<file path="config.mk">
export PLATFORM = sky130hd
export DESIGN_NAME = laser_fire_seq
export DESIGN_NICKNAME = d
export VERILOG_FILES = /design/src/rtl/laser_ctrl_pkg.sv /design/src/rtl/laser_ch_pick.sv /design/src/rtl/laser_fire_seq.sv
export SDC_FILE = /design/constraint.sdc
export NUM_CORES = 1
export LEC_CHECK = 0
export BUFFER_PORTS_ARGS = -buffer_cell sky130_fd_sc_hd__buf_2
export CORE_AREA = 2 2 96 98
export CTS_CLUSTER_SIZE = 14
export DETAILED_ROUTE_END_ITERATION = 16
export DIE_AREA = 0 0 98 100
export SLEW_MARGIN = 20
export SYNTH_ARGS = -nofsm -noshare
export SYNTH_HDL_FRONTEND = slang
export SYNTH_SLANG_ARGS = --single-unit
</file>
<file path="constraint.sdc">
create_clock -name i_clk_50m -period 6.4 [get_ports i_clk_50m]
set_input_delay 0.32 -clock i_clk_50m [delete_from_list [all_inputs] [get_ports i_clk_50m]]
set_output_delay 0.32 -clock i_clk_50m [all_outputs]
set_load 0.005 [all_outputs]
</file>
<file path="src/rtl/laser_ctrl_pkg.sv">
`default_nettype none
// +----------------------------------------------------------------------------+
// | Package     : laser_ctrl_pkg                                               |
// | Description : Shared types and helpers for the laser firing sequencer:     |
// |               one-hot FSM state enum, default sizing constants and the     |
// |               zero-to-one phase-length clamp.                              |
// | Revision    : 1.0  initial release                                         |
// +----------------------------------------------------------------------------+
package laser_ctrl_pkg;

   localparam int LASER_CH_NUM_DEF = 4;
   localparam int LASER_CNT_W_DEF  = 8;

   typedef enum logic [6:0] {
      ST_IDLE   = 7'b000_0001,
      ST_WAIT   = 7'b000_0010,
      ST_RSTI   = 7'b000_0100,
      ST_EMIT   = 7'b000_1000,
      ST_WINDOW = 7'b001_0000,
      ST_NEXT   = 7'b010_0000,
      ST_END    = 7'b100_0000
   } laser_state_e;

   // A programmed length of zero still occupies one cycle.
   function automatic logic [31:0] clamp_len(input logic [31:0] len);
      return (len == 32'd0) ? 32'd1 : len;
   endfunction

endpackage
`default_nettype wire

</file>
<file path="src/rtl/laser_ch_pick.sv">
`default_nettype none
// +----------------------------------------------------------------------------+
// | Module      : laser_ch_pick                                                |
// | Description : Combinational finder for the lowest set mask bit strictly    |
// |               above a given channel index (or the lowest set bit overall   |
// |               when searching from the start of the mask).                  |
// | Revision    : 1.0  initial release                                         |
// | Ports       : i_mask       channel mask to search                          |
// |               i_from_start 1 = search from index -1 (whole mask)           |
// |               i_from_idx   search strictly above this index                |
// |               o_found      a qualifying bit exists                         |
// |               o_idx        index of that bit (0 when none)                 |
// +----------------------------------------------------------------------------+
module laser_ch_pick
   import laser_ctrl_pkg::*;
#(
   parameter int CH_NUM = LASER_CH_NUM_DEF,
   parameter int CH_W   = (CH_NUM > 1) ? $clog2(CH_NUM) : 1
) (
   input  logic [CH_NUM-1:0] i_mask,
   input  logic              i_from_start,
   input  logic [CH_W-1:0]   i_from_idx,
   output logic              o_found,
   output logic [CH_W-1:0]   o_idx
);

   // Scan from the top down so the lowest qualifying bit is the last written.
   always_comb begin
      o_found = 1'b0;
      o_idx   = '0;
      for (int i = CH_NUM - 1; i >= 0; i--) begin
         if (i_mask[i] && (i_from_start || (i > int'(i_from_idx)))) begin
            o_found = 1'b1;
            o_idx   = CH_W'(i);
         end
      end
   end

endmodule
`default_nettype wire

</file>
<file path="src/rtl/laser_fire_seq.sv">
`default_nettype none
// +----------------------------------------------------------------------------+
// | Module      : laser_fire_seq                                               |
// | Description : Multi-channel laser firing sequencer for the TDC ranging     |
// |               front end (50 MHz domain). Each angle sync starts a frame    |
// |               that fires every enabled channel in ascending order, each    |
// |               with a TDC index-reset phase, an emit pulse and a receive    |
// |               window, gating the TDC around them.                          |
// | Revision    : 1.0  initial release                                         |
// | Options     : LASER_SYNC_QUEUE_EN - hold one sync arriving mid-frame and   |
// |               start the next frame from it; otherwise it is dropped.       |
// | Ports       : i_clk_50m, i_rst_n (async, active-low)                       |
// |               i_angle_sync  frame start strobe (level)                     |
// |               i_ch_mask     enabled channels                               |
// |               i_rsti_len, i_tdc_arm, i_emit_len, i_window_len, i_stop_cnt  |
// |                             phase lengths / TDC gate points, per frame     |
// |               o_laser_str   per-channel fire strobe                        |
// |               o_disable_tdc, o_rstidx_tdc  TDC control                     |
// |               o_ch_idx, o_busy, o_frame_done, o_sync_miss  status          |
// +----------------------------------------------------------------------------+
module laser_fire_seq
   import laser_ctrl_pkg::*;
#(
   parameter int CH_NUM = LASER_CH_NUM_DEF,
   parameter int CNT_W  = LASER_CNT_W_DEF,
   parameter int CH_W   = (CH_NUM > 1) ? $clog2(CH_NUM) : 1
) (
   input  logic              i_clk_50m,
   input  logic              i_rst_n,
   input  logic              i_angle_sync,
   input  logic [CH_NUM-1:0] i_ch_mask,
   input  logic [CNT_W-1:0]  i_rsti_len,
   input  logic [CNT_W-1:0]  i_tdc_arm,
   input  logic [CNT_W-1:0]  i_emit_len,
   input  logic [CNT_W-1:0]  i_window_len,
   input  logic [CNT_W-1:0]  i_stop_cnt,
   output logic [CH_NUM-1:0] o_laser_str,
   output logic              o_disable_tdc,
   output logic              o_rstidx_tdc,
   output logic [CH_W-1:0]   o_ch_idx,
   output logic              o_busy,
   output logic              o_frame_done,
   output logic              o_sync_miss
);

   localparam logic [CNT_W-1:0] c_one = CNT_W'(1);

   laser_state_e      state_q, state_d;
   logic [CNT_W-1:0]  cnt_q, cnt_d;
   logic [CH_NUM-1:0] mask_q, mask_d;
   logic [CNT_W-1:0]  rsti_len_q, rsti_len_d;
   logic [CNT_W-1:0]  arm_q, arm_d;
   logic [CNT_W-1:0]  emit_len_q, emit_len_d;
   logic [CNT_W-1:0]  win_len_q, win_len_d;
   logic [CNT_W-1:0]  stop_q, stop_d;
   logic              pend_q, pend_d;
   logic [CH_NUM-1:0] laser_str_q, laser_str_d;
   logic              disable_q, disable_d;
   logic              rstidx_q, rstidx_d;
   logic [CH_W-1:0]   ch_idx_q, ch_idx_d;
   logic              busy_q, busy_d;
   logic              frame_done_q, frame_done_d;
   logic              sync_miss_q, sync_miss_d;

   logic              w_start;
   logic              w_pick_at_start;
   logic [CH_NUM-1:0] w_pick_mask;
   logic              w_pick_found;
   logic [CH_W-1:0]   w_pick_idx;
   logic              w_timed;

   // One finder serves both uses: in WAIT it scans the live mask from the
   // bottom, afterwards it scans the latched mask above the current channel.
   assign w_pick_at_start = (state_q == ST_WAIT);
   assign w_pick_mask     = w_pick_at_start ? i_ch_mask : mask_q;

   laser_ch_pick #(
      .CH_NUM (CH_NUM),
      .CH_W   (CH_W)
   ) u_ch_pick (
      .i_mask       (w_pick_mask),
      .i_from_start (w_pick_at_start),
      .i_from_idx   (ch_idx_q),
      .o_found      (w_pick_found),
      .o_idx        (w_pick_idx)
   );

`ifdef LASER_SYNC_QUEUE_EN
   assign w_start = i_angle_sync | pend_q;
`else
   assign w_start = i_angle_sync;
`endif

   assign w_timed = (state_q == ST_RSTI) || (state_q == ST_EMIT) || (state_q == ST_WINDOW);

   always_comb begin
      state_d     = state_q;
      mask_d      = mask_q;
      rsti_len_d  = rsti_len_q;
      arm_d       = arm_q;
      emit_len_d  = emit_len_q;
      win_len_d   = win_len_q;
      stop_d      = stop_q;
      pend_d      = pend_q;
      ch_idx_d    = ch_idx_q;
      disable_d   = disable_q;
      laser_str_d = '0;
      rstidx_d    = 1'b0;
      sync_miss_d = 1'b0;

      case (state_q)
         ST_IDLE: state_d = ST_WAIT;
         ST_WAIT: begin
            pend_d = 1'b0;
            if (w_start) begin
               if (|i_ch_mask) begin
                  mask_d     = i_ch_mask;
                  rsti_len_d = CNT_W'(clamp_len(32'(i_rsti_len)));
                  arm_d      = i_tdc_arm;
                  emit_len_d = CNT_W'(clamp_len(32'(i_emit_len)));
                  win_len_d  = CNT_W'(clamp_len(32'(i_window_len)));
                  stop_d     = i_stop_cnt;
                  ch_idx_d   = w_pick_idx;
                  state_d    = ST_RSTI;
               end else begin
                  sync_miss_d = 1'b1;
               end
            end
         end
         ST_RSTI: begin
            rstidx_d = 1'b1;
            if (cnt_q == arm_q) disable_d = 1'b0;
            if (cnt_q == rsti_len_q - c_one) state_d = ST_EMIT;
         end
         ST_EMIT: begin
            laser_str_d[ch_idx_q] = 1'b1;
            if (cnt_q == emit_len_q - c_one) state_d = ST_WINDOW;
         end
         ST_WINDOW: begin
            // A stop point past the window end is caught on the last window
            // cycle, so the TDC is disabled as NEXT is entered.
            if ((cnt_q == stop_q) || (cnt_q == win_len_q - c_one)) disable_d = 1'b1;
            if (cnt_q == win_len_q - c_one) state_d = ST_NEXT;
         end
         ST_NEXT: begin
            if (w_pick_found) begin
               ch_idx_d = w_pick_idx;
               state_d  = ST_RSTI;
            end else begin
               state_d  = ST_END;
            end
         end
         ST_END:  state_d = ST_IDLE;
         default: state_d = ST_IDLE;
      endcase

      if ((state_q != ST_WAIT) && i_angle_sync) begin
`ifdef LASER_SYNC_QUEUE_EN
         if (pend_q) sync_miss_d = 1'b1;
         else        pend_d      = 1'b1;
`else
         sync_miss_d = 1'b1;
`endif
      end

      // Phase counter restarts on every state change.
      cnt_d = (w_timed && (state_d == state_q)) ? cnt_q + c_one : '0;

      busy_d       = (state_d == ST_RSTI) || (state_d == ST_EMIT) || (state_d == ST_WINDOW) ||
                     (state_d == ST_NEXT) || (state_d == ST_END);
      frame_done_d = (state_d == ST_END);
   end

   always_ff @(posedge i_clk_50m or negedge i_rst_n) begin
      if (!i_rst_n) begin
         state_q      <= ST_IDLE;
         cnt_q        <= '0;
         mask_q       <= '0;
         rsti_len_q   <= c_one;
         arm_q        <= '0;
         emit_len_q   <= c_one;
         win_len_q    <= c_one;
         stop_q       <= '0;
         pend_q       <= 1'b0;
         laser_str_q  <= '0;
         disable_q    <= 1'b1;
         rstidx_q     <= 1'b0;
         ch_idx_q     <= '0;
         busy_q       <= 1'b0;
         frame_done_q <= 1'b0;
         sync_miss_q  <= 1'b0;
      end else begin
         state_q      <= state_d;
         cnt_q        <= cnt_d;
         mask_q       <= mask_d;
         rsti_len_q   <= rsti_len_d;
         arm_q        <= arm_d;
         emit_len_q   <= emit_len_d;
         win_len_q    <= win_len_d;
         stop_q       <= stop_d;
         pend_q       <= pend_d;
         laser_str_q  <= laser_str_d;
         disable_q    <= disable_d;
         rstidx_q     <= rstidx_d;
         ch_idx_q     <= ch_idx_d;
         busy_q       <= busy_d;
         frame_done_q <= frame_done_d;
         sync_miss_q  <= sync_miss_d;
      end
   end

   assign o_laser_str   = laser_str_q;
   assign o_disable_tdc = disable_q;
   assign o_rstidx_tdc  = rstidx_q;
   assign o_ch_idx      = ch_idx_q;
   assign o_busy        = busy_q;
   assign o_frame_done  = frame_done_q;
   assign o_sync_miss   = sync_miss_q;

endmodule
`default_nettype wire

</file>
==> impl_metrics.tcl, run 1 <==
set metrics [dict create \
    fin_nets 463 \
    dieArea_um2 9800 \
    vias 2852 \
    layout_min_cycle_time_ns 2.437 \
    gp_congestion 0.8115 \
    cp.required_ns 6.61 \
    path_cells "inv_1 -> ha_1 -> or3b_4 -> or4_4 -> a2111oi_4 -> o311ai_2 -> nand2_4 -> a31oi_1" \
    synth.distinct_cells 57 \
    setup_tns_ns 0 \
    cts_buffers 9 \
    slowest_stage "or4_4" \
    fmax_mhz 410.3 \
    wl_per_cell_um 15.13 \
    drtIter0Drc 114 \
    cts_root_buffer "clkbuf_8" \
    yosys-top-cells-count "dfrtp_1 (64), mux2_2 (37), xnor2_1 (35), nor2_1 (22)" \
    syn_avg_cell_area_um2 10.74 \
    slowest_delay_ns 0.43 \
    design.core.area_um2 8890 \
    placed_area_um2 4177 \
    synthTopCellsByArea "dfrtp_1 (41%), mux2_2 (11%), xnor2_1 (7.9%), xor2_1 (3.6%), dfstp_2 (3.4%)" \
    cts_tree "built" \
    cp_top_family "simple AND/OR/NAND/NOR gates" \
    antenna_cells 0 \
    grt_pass1_vias 2906 \
    finalCritPeriodShare_pct 38.08 \
    grt.overflow.total 0 \
    power_leakage_nw 1.852 \
    cts_hold_buf 0 \
    power_density_nw_per_um2 415.9 \
    ir_worst_vdd_mv 0.1811 \
    crit_type "register to register" \
    grt_pass1_wl_um 13730 \
    startpoint_type "register" \
    finalHoldViolations 0 \
    multi_input_area_um2 1956 \
    cts_resized 0 \
    syn_area_um2 3877 \
    wirelength_um 7990 \
    antenna_found_initial 0 \
    maxSlewHeadroom_pct 40.79 \
    worst_pin_slew_ns 0.8881 \
    drtAntennaViolNets 0 \
    cts_max_level 3 \
    rows 35 \
    cts_setup_buffers 0 \
    cp.arrival_ns 2.64 \
    synth.net_count 412 \
    synth_top_area_share_pct 41.30 \
    worstPathMaxFanout 9 \
    ys_ff_latch 69 \
    drt_first_pass_iters 4 \
    synth_edf_count 0 \
    hold_path.class "input pin to asynchronous set/reset pin" \
    ys_warn_count 0 \
    outcome "finished, final reports clean" \
    via_per_inst 5.402 \
    crit_buf_inv 1 \
    clock_sinks 69 \
    clkTransAtPathRegs_ns 0.08 \
    ios 58 \
    die_y_um 100 \
    drive_gt1_share_pct 30.22 \
    worst_setup_path_end_kind "register" \
    seq_area_um2 1733 \
    slew_violations 0 \
    clock_path_buffers 2 \
    yosysMostFrequentCell "dfrtp_1" \
    drc_errors 0 \
    final_core_util_pct 48.88 \
    synth_cells 361 \
    hpwl_um 5576 \
    portBuffers 57 \
    die_w_um 98 \
    start_util_pct 43.62 \
    synth_flop_cell "dfrtp_1" \
    area_growth_pct 12.07 \
    clock_skew_ns 0.005931 \
    report.final.setup_viol 0 \
    final_area_um2 4345 \
    ys_async_sr_fraction_pct 100.0 \
    setup_slack_ns 3.963 \
    grt_max_degree 70 \
    maxCapViolCount 0 \
    grt_usage_pct 17.58 \
    synth_top_cell_by_area "dfrtp_1" \
    clkLatencyLatePin_ns 0.35 \
    dp_slack_ns 3.951 \
    ys_seq_area_share_pct 44.69 \
    nFillCells 834 \
    rsz0062_at_grt "false" \
]
-- final timing paths --
check	start	to	slack [ns]	cells after the start
min in group i_clk_50m	i_window_len[1]	win_len_q[1]	0.20	3
max in group asynchronous	i_rst_n	mask_q[1]	5.64	2
max reg2reg	rsti_len_q[1]	cnt_q[1]	3.96	8
min reg2reg	arm_q[7]	arm_q[7]	0.53	1
min	i_rst_n	emit_len_q[3]	0.15	2
max	rsti_len_q[1]	cnt_q[1]	3.96	8
-- routing by layer --
layer	vias to the layer above	global-route usage, %	wire length [um]
met5	-	0	0
met4	0	6.410	132
met3	10	3.760	276
met2	55	29.93	3880
met1	1389	22.18	3701
li1	1398	-	-
-- placed cells by master, fill, tap and decap left out, types with 2 or more instances in the layout --
| cell type | instances |
|---|---|
| nor3b_1 | 3 |
| dfstp_2 | 5 |
| o31a_1 | 2 |
| clkbuf_1 | 2 |
| o31ai_1 | 3 |
| inv_1 | 13 |
| ha_1 | 4 |
| a21oi_1 | 11 |
| mux2_2 | 37 |
| a21o_1 | 2 |
| nand3b_1 | 6 |
| nor2_1 | 21 |
| nor3_1 | 11 |
| or4_1 | 3 |
| dfrtp_1 | 64 |
| and3_1 | 4 |
| clkbuf_8 | 10 |
| xor2_1 | 16 |
| buf_4 | 2 |
| nand2_1 | 16 |
| nand2b_1 | 6 |
| nand4_1 | 5 |
| buf_2 | 57 |
| nor2b_1 | 4 |
| nor4_1 | 10 |
| o211ai_1 | 2 |
| nand3_1 | 5 |
| or4_4 | 2 |
| o21ai_0 | 16 |
| clkinv_2 | 3 |
| a41oi_1 | 2 |
| o311ai_0 | 2 |
| a31oi_1 | 9 |
| xnor2_1 | 35 |
-- sequential cells by signal, summed over array words and instances (netlist names) --
register	flops
cnt_q	8
state_q	7
rsti_len_q	8
stop_q	8
emit_len_q	8
mask_q	3
o_rstidx_tdc	1
o_sync_miss	1
o_frame_done	1
arm_q	8
o_disable_tdc	1
o_ch_idx	2
o_laser_str	4
win_len_q	8
o_busy	1
-- worst register-to-register path: stages (launching register included) --
cell,delay [ns]
dfrtp_1,0.40
inv_1,0.08
ha_1,0.16
or3b_4,0.39
or4_4,0.43
a2111oi_4,0.37
o311ai_2,0.20
nand2_4,0.16
a31oi_1,0.11
-- cell type report --
type | instances | share of cell area [%]
Inverter | 13 | 1.123
Clock inverter | 4 | 0.5471
Timing Repair Buffer | 59 | 6.910
Multi-Input combinational cell | 260 | 45.00
Clock buffer | 12 | 3.340
Tap cell | 111 | 3.196
Sequential cell | 69 | 39.88
-- metrics by stage --
step                      power [mW]  hold WS (ns)  std cells
final                          1.807        0.1492        528
after global routing           1.958        0.1822        528
after CTS                      1.826        0.1840        528
after detailed placement       1.504        0.5193        512
after global placement         1.481        0.5155        512
after floorplan                1.340       0.02441        361
-- cells by family (layout without fill, tap and decap cells) --
| logic type | count (synthesis) | in the layout | synth area share, % |
|---|---|---|---|
| AOI/OAI and AO/OA | 61 | 61 | 10.87 |
| muxes | 38 | 38 | 11.00 |
| adders and majority gates | 4 | 4 | 1.291 |
| and+or+nand+nor | 106 | 106 | 15.55 |
| xor gates and xnor gates | 51 | 51 | 11.52 |
| DFF | 69 | 69 | 44.69 |
| buffers and inverters | 32 | 88 | 5.066 |
-- power breakdown --
group	leakage, nW	internal, mW	switching [mW]
clock	0.0901	0.150	0.167
sequential	0.858	0.607	0.176
combinational	0.905	0.379	0.328
total	1.85	1.14	0.670
Note: power is estimated with default switching activity, not from simulation.
==> run 2: changes to the inputs <==
- ABC_AREA: unset -> 1
- CORE_AREA: 2 2 96 98 -> 2 2 99 101
- DIE_AREA: 0 0 98 100 -> 0 0 101 103
- PLACE_DENSITY: unset -> 0.67
- clock period: 6.4 -> 2.1 ns (I/O delays scaled with it)
==> run 2 against run 1 <==
Against the previous run:
- cell count rose by 36%
- final area is 17% higher
- synthesized cell count is 41% higher
- non-clock buffer count increased by 37
- worst setup slack lost 3.8 ns
- area after synthesis rose by 6.0%
- largest cell class unchanged
- register-to-register slack worse by 3.8 ns
- die area up 6.2%
- clock power grew to 4.2 times the previous value
- highest routed layer unchanged
==> impl_metrics.tcl, run 2 <==
set metrics [dict create \
    ir_worst_vdd_mv 0.4823 \
    yosys-top-cells-count "nand2_1 (152), dfrtp_1 (64), inv_1 (41), nor2_1 (38), xor2_1 (27)" \
    drive_gt1_share_pct 25.58 \
    gp_congestion 0.8456 \
    synth_cells 510 \
    die_w_um 101 \
    antenna_found_initial 0 \
    rr_startpoint "win_len_q[0]" \
    via_per_inst 4.857 \
    rsz0062_at_grt "true" \
    hold_path.class "input pin to register" \
    ys_async_sr_fraction_pct 100.0 \
    grt.overflow.total 0 \
    outcome "finished, final reports clean" \
    ios 58 \
    synthTopCellsByArea "dfrtp_1 (39%), nand2_1 (14%), xor2_1 (5.8%), inv_1 (3.7%), nor2_1 (3.5%)" \
    cts_tree "built" \
    ys_ff_latch 69 \
    fin_nets 652 \
    grt_pass1_vias 3484 \
    cts_root_buffer "clkbuf_8" \
    cp_top_family "simple AND/OR/NAND/NOR gates" \
    grt_usage_pct 20.63 \
    hpwl_um 7069 \
    power_density_nw_per_um2 1216 \
    rows 36 \
    drt_first_pass_iters 4 \
    synth_edf_count 0 \
    cp.arrival_ns 2.21 \
    worstPathMaxFanout 8 \
    worst_setup_path_end_kind "register" \
    ys_seq_area_share_pct 42.15 \
    crit_buf_inv 2 \
    finalCritPeriodShare_pct 94.19 \
    path_cells "inv_1 -> ha_1 -> inv_1 -> nand2_1 -> nand3_1 -> nand2_1 -> nor2_1 -> nand3_1 -> nor2_4 -> a21oi_4 -> nor2_8 -> nor2_2" \
    fmax_mhz 505.5 \
    layout_min_cycle_time_ns 1.978 \
    min_to "win_len_q[0]" \
    grt_max_degree 34 \
    grt_pass1_wl_um 16460 \
    wirelength_um 9851 \
    portBuffers 57 \
    startpoint_type "register" \
    finalHoldViolations 0 \
    maxSlewHeadroom_pct 60.63 \
    start_util_pct 43.47 \
    vias 3497 \
    cts_buffers 9 \
    r2r-end "cnt_q[0]" \
    synth_flop_cell "dfrtp_1" \
    placed_area_um2 4486 \
    drtAntennaViolNets 0 \
    final_common_cell "nand2_1" \
    slew_violations 0 \
    synth_top_cell_by_area "dfrtp_1" \
    maxCapViolCount 0 \
    synth_top_area_share_pct 38.95 \
    final_area_um2 5087 \
    synth.distinct_cells 45 \
    final_cell_mix "nand2_1 (149), dfrtp_1 (64), buf_2 (57)" \
    design.core.area_um2 9459 \
    area_growth_pct 23.74 \
    syn_avg_cell_area_um2 8.062 \
    dp_slack_ns 0.06785 \
    reg2regPathDepth 12 \
    crit_start "win_len_q[0]" \
    dieArea_um2 10400 \
    cp.required_ns 2.33 \
    clock_path_buffers 2 \
    synth.net_count 561 \
    cts_max_level 3 \
    report.final.setup_viol 0 \
    ys_warn_count 0 \
    clkTransAtPathRegs_ns 0.08 \
    clock_sinks 69 \
    yosysMostFrequentCell "nand2_1" \
    clock_skew_ns 0.01003 \
    clkLatencyLatePin_ns 0.35 \
    slowest_delay_ns 0.55 \
    holdPathStages 3 \
    crit_type "register to register" \
    drc_errors 0 \
    die_y_um 103 \
    power_leakage_nw 2.536 \
    r2r_setup_slack_ns 0.12 \
    syn_area_um2 4111 \
    wl_per_cell_um 13.68 \
    drtIter0Drc 109 \
    antenna_cells 0 \
    slowest_stage "dfstp_2" \
    min_from "i_window_len[0]" \
    nFillCells 899 \
    worst_pin_slew_ns 0.5896 \
    setup_slack_ns 0.1219 \
]
run 2: where the power goes:
| group | total (mW) | switching [mW] | leakage, nW | internal [mW] |
|---|---|---|---|---|
| registers | 2.23 | 0.411 | 0.880 | 1.82 |
| clock network | 1.32 | 0.535 | 0.116 | 0.789 |
| logic | 2.64 | 1.55 | 1.54 | 1.08 |
run 2: kinds of logic (layout without fill, tap and decap cells):
kind of cell	Yosys count	in the layout	share of synthesized area [%]
DFF	69	69	42.15
and+or+nand+nor	279	279	32.71
AOI/OAI and AO/OA	39	39	5.357
adders and majority gates	4	4	1.217
xor gates and xnor gates	46	46	10.53
buffers and inverters	73	169	8.034
run 2: cell type report:
cell class	count	area [um2]	share of cell area (%)
Timing Repair Buffer	96	655.6	12.89
Clock inverter	6	111.4	2.189
Sequential cell	69	1733	34.06
Clock buffer	10	127.6	2.509
Inverter	57	216.5	4.255
Multi-Input combinational cell	368	2101	41.29
Tap cell	114	142.6	2.804
run 2: worst max path at each step:
stage          cells after the start  slack, ns            end
6_report                          12       0.12       cnt_q[0]
5_1_grt                           15      -0.01  o_disable_tdc
4_1_cts                           13       0.06       cnt_q[7]
3_5_place_dp                      13       0.07       cnt_q[0]
2_1_floorplan                     12       0.24       cnt_q[2]
3_3_place_gp                      12       0.14       cnt_q[0]
run 2: worst reg2reg max path: stages, from the launching register on:
cell and delay (ns):
dfstp_2 0.55, inv_1 0.09, ha_1 0.25, inv_1 0.07, nand2_1 0.06, nand3_1 0.09
nand2_1 0.06, nor2_1 0.08, nand3_1 0.12, nor2_4 0.17, a21oi_4 0.09, nor2_8 0.18
nor2_2 0.05
run 2: routing by layer:
metal  up-vias  track usage [%]  routed length (um)
met5         -                0                   0
met4         0            9.252                 204
met3        14            3.051                 329
met2        74            36.21                4964
met1      1629            25.26                4352
li1       1780                -                   -
run 2: timing repair:
| action | 4_1_cts | 5_1_grt |
|---|---|---|
| setup endpoints to repair | 0 | 10 |
| hold endpoints to repair | 51 | 0 |
| hold buffers | 31 | 0 |
| resized for setup | 0 | 11 |
| setup buffers | 0 | 0 |
run 2: metrics by stage:
stage               std cells  util (%)  hold slack [ns]  total power [mW]  setup TNS (ns)
detailed placement        673     47.42           0.1330             4.702               0
global route              720     53.78          0.01103             6.752        -0.01137
CTS                       720     53.23         0.005707             6.098               0
global placement          673     47.42           0.1387             4.604               0
floorplan                 510         -          -0.1906             4.132               0
finish                    720     53.78         0.009960             6.188               0
==> run 3: changes to the inputs <==
- CORE_AREA: 2 2 99 101 -> 2 2 76 132
- CTS_CLUSTER_DIAMETER: unset -> 40
- DIE_AREA: 0 0 101 103 -> 0 0 78 134
- PLACE_DENSITY: 0.67 -> 0.66
==> run 3 against run 2 <==
Against the previous run:
- combinational power is 2% higher
- final area rose by 0.98%
- the run now ends with hold timing left
- largest power group unchanged
- core utilization increased by 0.82 points
- largest cell class unchanged
==> impl_metrics.tcl, run 3 (same netlist as run 2, synthesis figures left out) <==
set metrics [dict create \
    outcome "finished with violations" \
    violations "hold timing" \
    cts_root_buffer "clkbuf_16" \
    rr_startpoint "win_len_q[0]" \
    dp.cells 682 \
    rows 47 \
    power_density_nw_per_um2 1237 \
    r2r_setup_slack_ns 0.13 \
    crit_type "register to register" \
    reg2regPathDepth 10 \
    clkLatencyLatePin_ns 0.34 \
    vias 3589 \
    antenna_found_initial 0 \
    drtAntennaViolNets 0 \
    crit_start "win_len_q[0]" \
    die_y_um 134 \
    hold_ws_ns -0.004017 \
    power_leakage_nw 2.557 \
    design.core.area_um2 9409 \
    cts_buffers 9 \
    layout_min_cycle_time_ns 1.974 \
    worstPathMaxFanout 8 \
    final_common_cell "nand2_1" \
    clkTransAtPathRegs_ns 0.05 \
    multi_input_area_um2 2111 \
    grt_max_degree 70 \
    clock_skew_ns 0.006377 \
    worst_setup_path_end_kind "register" \
    cts_max_level 3 \
    cp.required_ns 2.31 \
    dieArea_um2 10450 \
    cts_tree "built" \
    die_w_um 78 \
    grt_pass1_vias 3770 \
    ios 58 \
    final_area_um2 5137 \
    fin_nets 650 \
    grt.overflow.total 0 \
    setup_slack_ns 0.1257 \
    finalCritPeriodShare_pct 94.01 \
    fin_cells 725 \
    fmax_mhz 506.5 \
    antenna_cells 0 \
    finalHoldViolations 1 \
    hold_path.class "input pin to register" \
    start_util_pct 43.70 \
    drtIter0Drc 150 \
    drive_gt1_share_pct 25.70 \
    r2r-end "cnt_q[0]" \
    drt_first_pass_iters 4 \
    gp_congestion 0.8311 \
    clock_sinks 69 \
    hpwl_um 7207 \
    portBuffers 57 \
    maxCapViolCount 0 \
    maxSlewHeadroom_pct 60.05 \
    area_growth_pct 24.95 \
    slew_violations 0 \
    dp_slack_ns 0.07091 \
    grt_usage_pct 20.68 \
    critical_path.endpoint "cnt_q[0]" \
    wl_per_cell_um 13.57 \
    seq_area_um2 1733 \
    report.final.setup_viol 0 \
    startpoint_type "register" \
    clock_path_buffers 2 \
    grt_pass1_wl_um 16820 \
    worst_pin_slew_ns 0.5984 \
    ir_worst_vdd_mv 0.5565 \
    drc_errors 0 \
    wirelength_um 9841 \
    final_core_util_pct 54.60 \
    via_per_inst 4.950 \
    cp.arrival_ns 2.19 \
    final_cell_mix "nand2_1 (151), dfrtp_1 (64), buf_2 (57)" \
    placed_area_um2 4516 \
    nFillCells 914 \
]
## run 3: metrics by stage
stage / setup TNS, ns / total power, mW
after global routing: -0.02896 / 6.895
after detailed placement: 0 / 4.747
after global placement: 0 / 4.666
after floorplan: 0 / 4.132
after CTS: 0 / 6.263
final: 0 / 6.356
## run 3: area by class of cell
type / count / share of cell area (%)
clock inverter: 5 / 1.023
tap: 122 / 2.971
timing repair buffer: 94 / 12.52
multi-input combinational: 368 / 41.09
inverter: 57 / 4.213
clock buffer: 10 / 4.457
sequential: 69 / 33.73
## run 3: repair_timing
| action | in CTS | in global routing |
|---|---|---|
| endpoints found under the setup margin | 0 | 9 |
| resized for setup | 0 | 11 |
| setup buffers | 0 | 1 |
| hold endpoints to repair | 90 | 0 |
| hold buffers | 27 | 0 |
## run 3: worst min path at each step
stage | to | from | cells past startpoint
global route | win_len_q[1] | i_window_len[1] | 3
finish | win_len_q[1] | i_window_len[1] | 3
floorplan | arm_q[0] | i_rst_n | 0
detailed placement | rsti_len_q[6] | i_rst_n | 2
global placement | rsti_len_q[4] | i_rst_n | 2
CTS | win_len_q[1] | i_window_len[1] | 3
## run 3: critical path: stages (launching register included)
cell,delay [ns]
dfstp_2,0.53
inv_1,0.08
ha_1,0.29
xor2_1,0.14
nand2_1,0.08
nor2_1,0.10
nand3_1,0.12
nor2_4,0.18
a21oi_4,0.10
nor2_8,0.18
nor2_2,0.04
## run 3: per-layer routing
metal / global-route usage, % / vias up / wire length [um]
met1: 20.20 / 1698 / 3599
met3: 4.643 / 32 / 373
met2: 38.79 / 88 / 5419
met4: 12.18 / 0 / 449
met5: 0 / - / 0
li1: - / 1771 / -
## run 3: power by group
part	switching [mW]	total (mW)	internal [mW]
clock	0.545	1.45	0.905
sequential	0.396	2.22	1.82
combinational	1.59	2.69	1.10
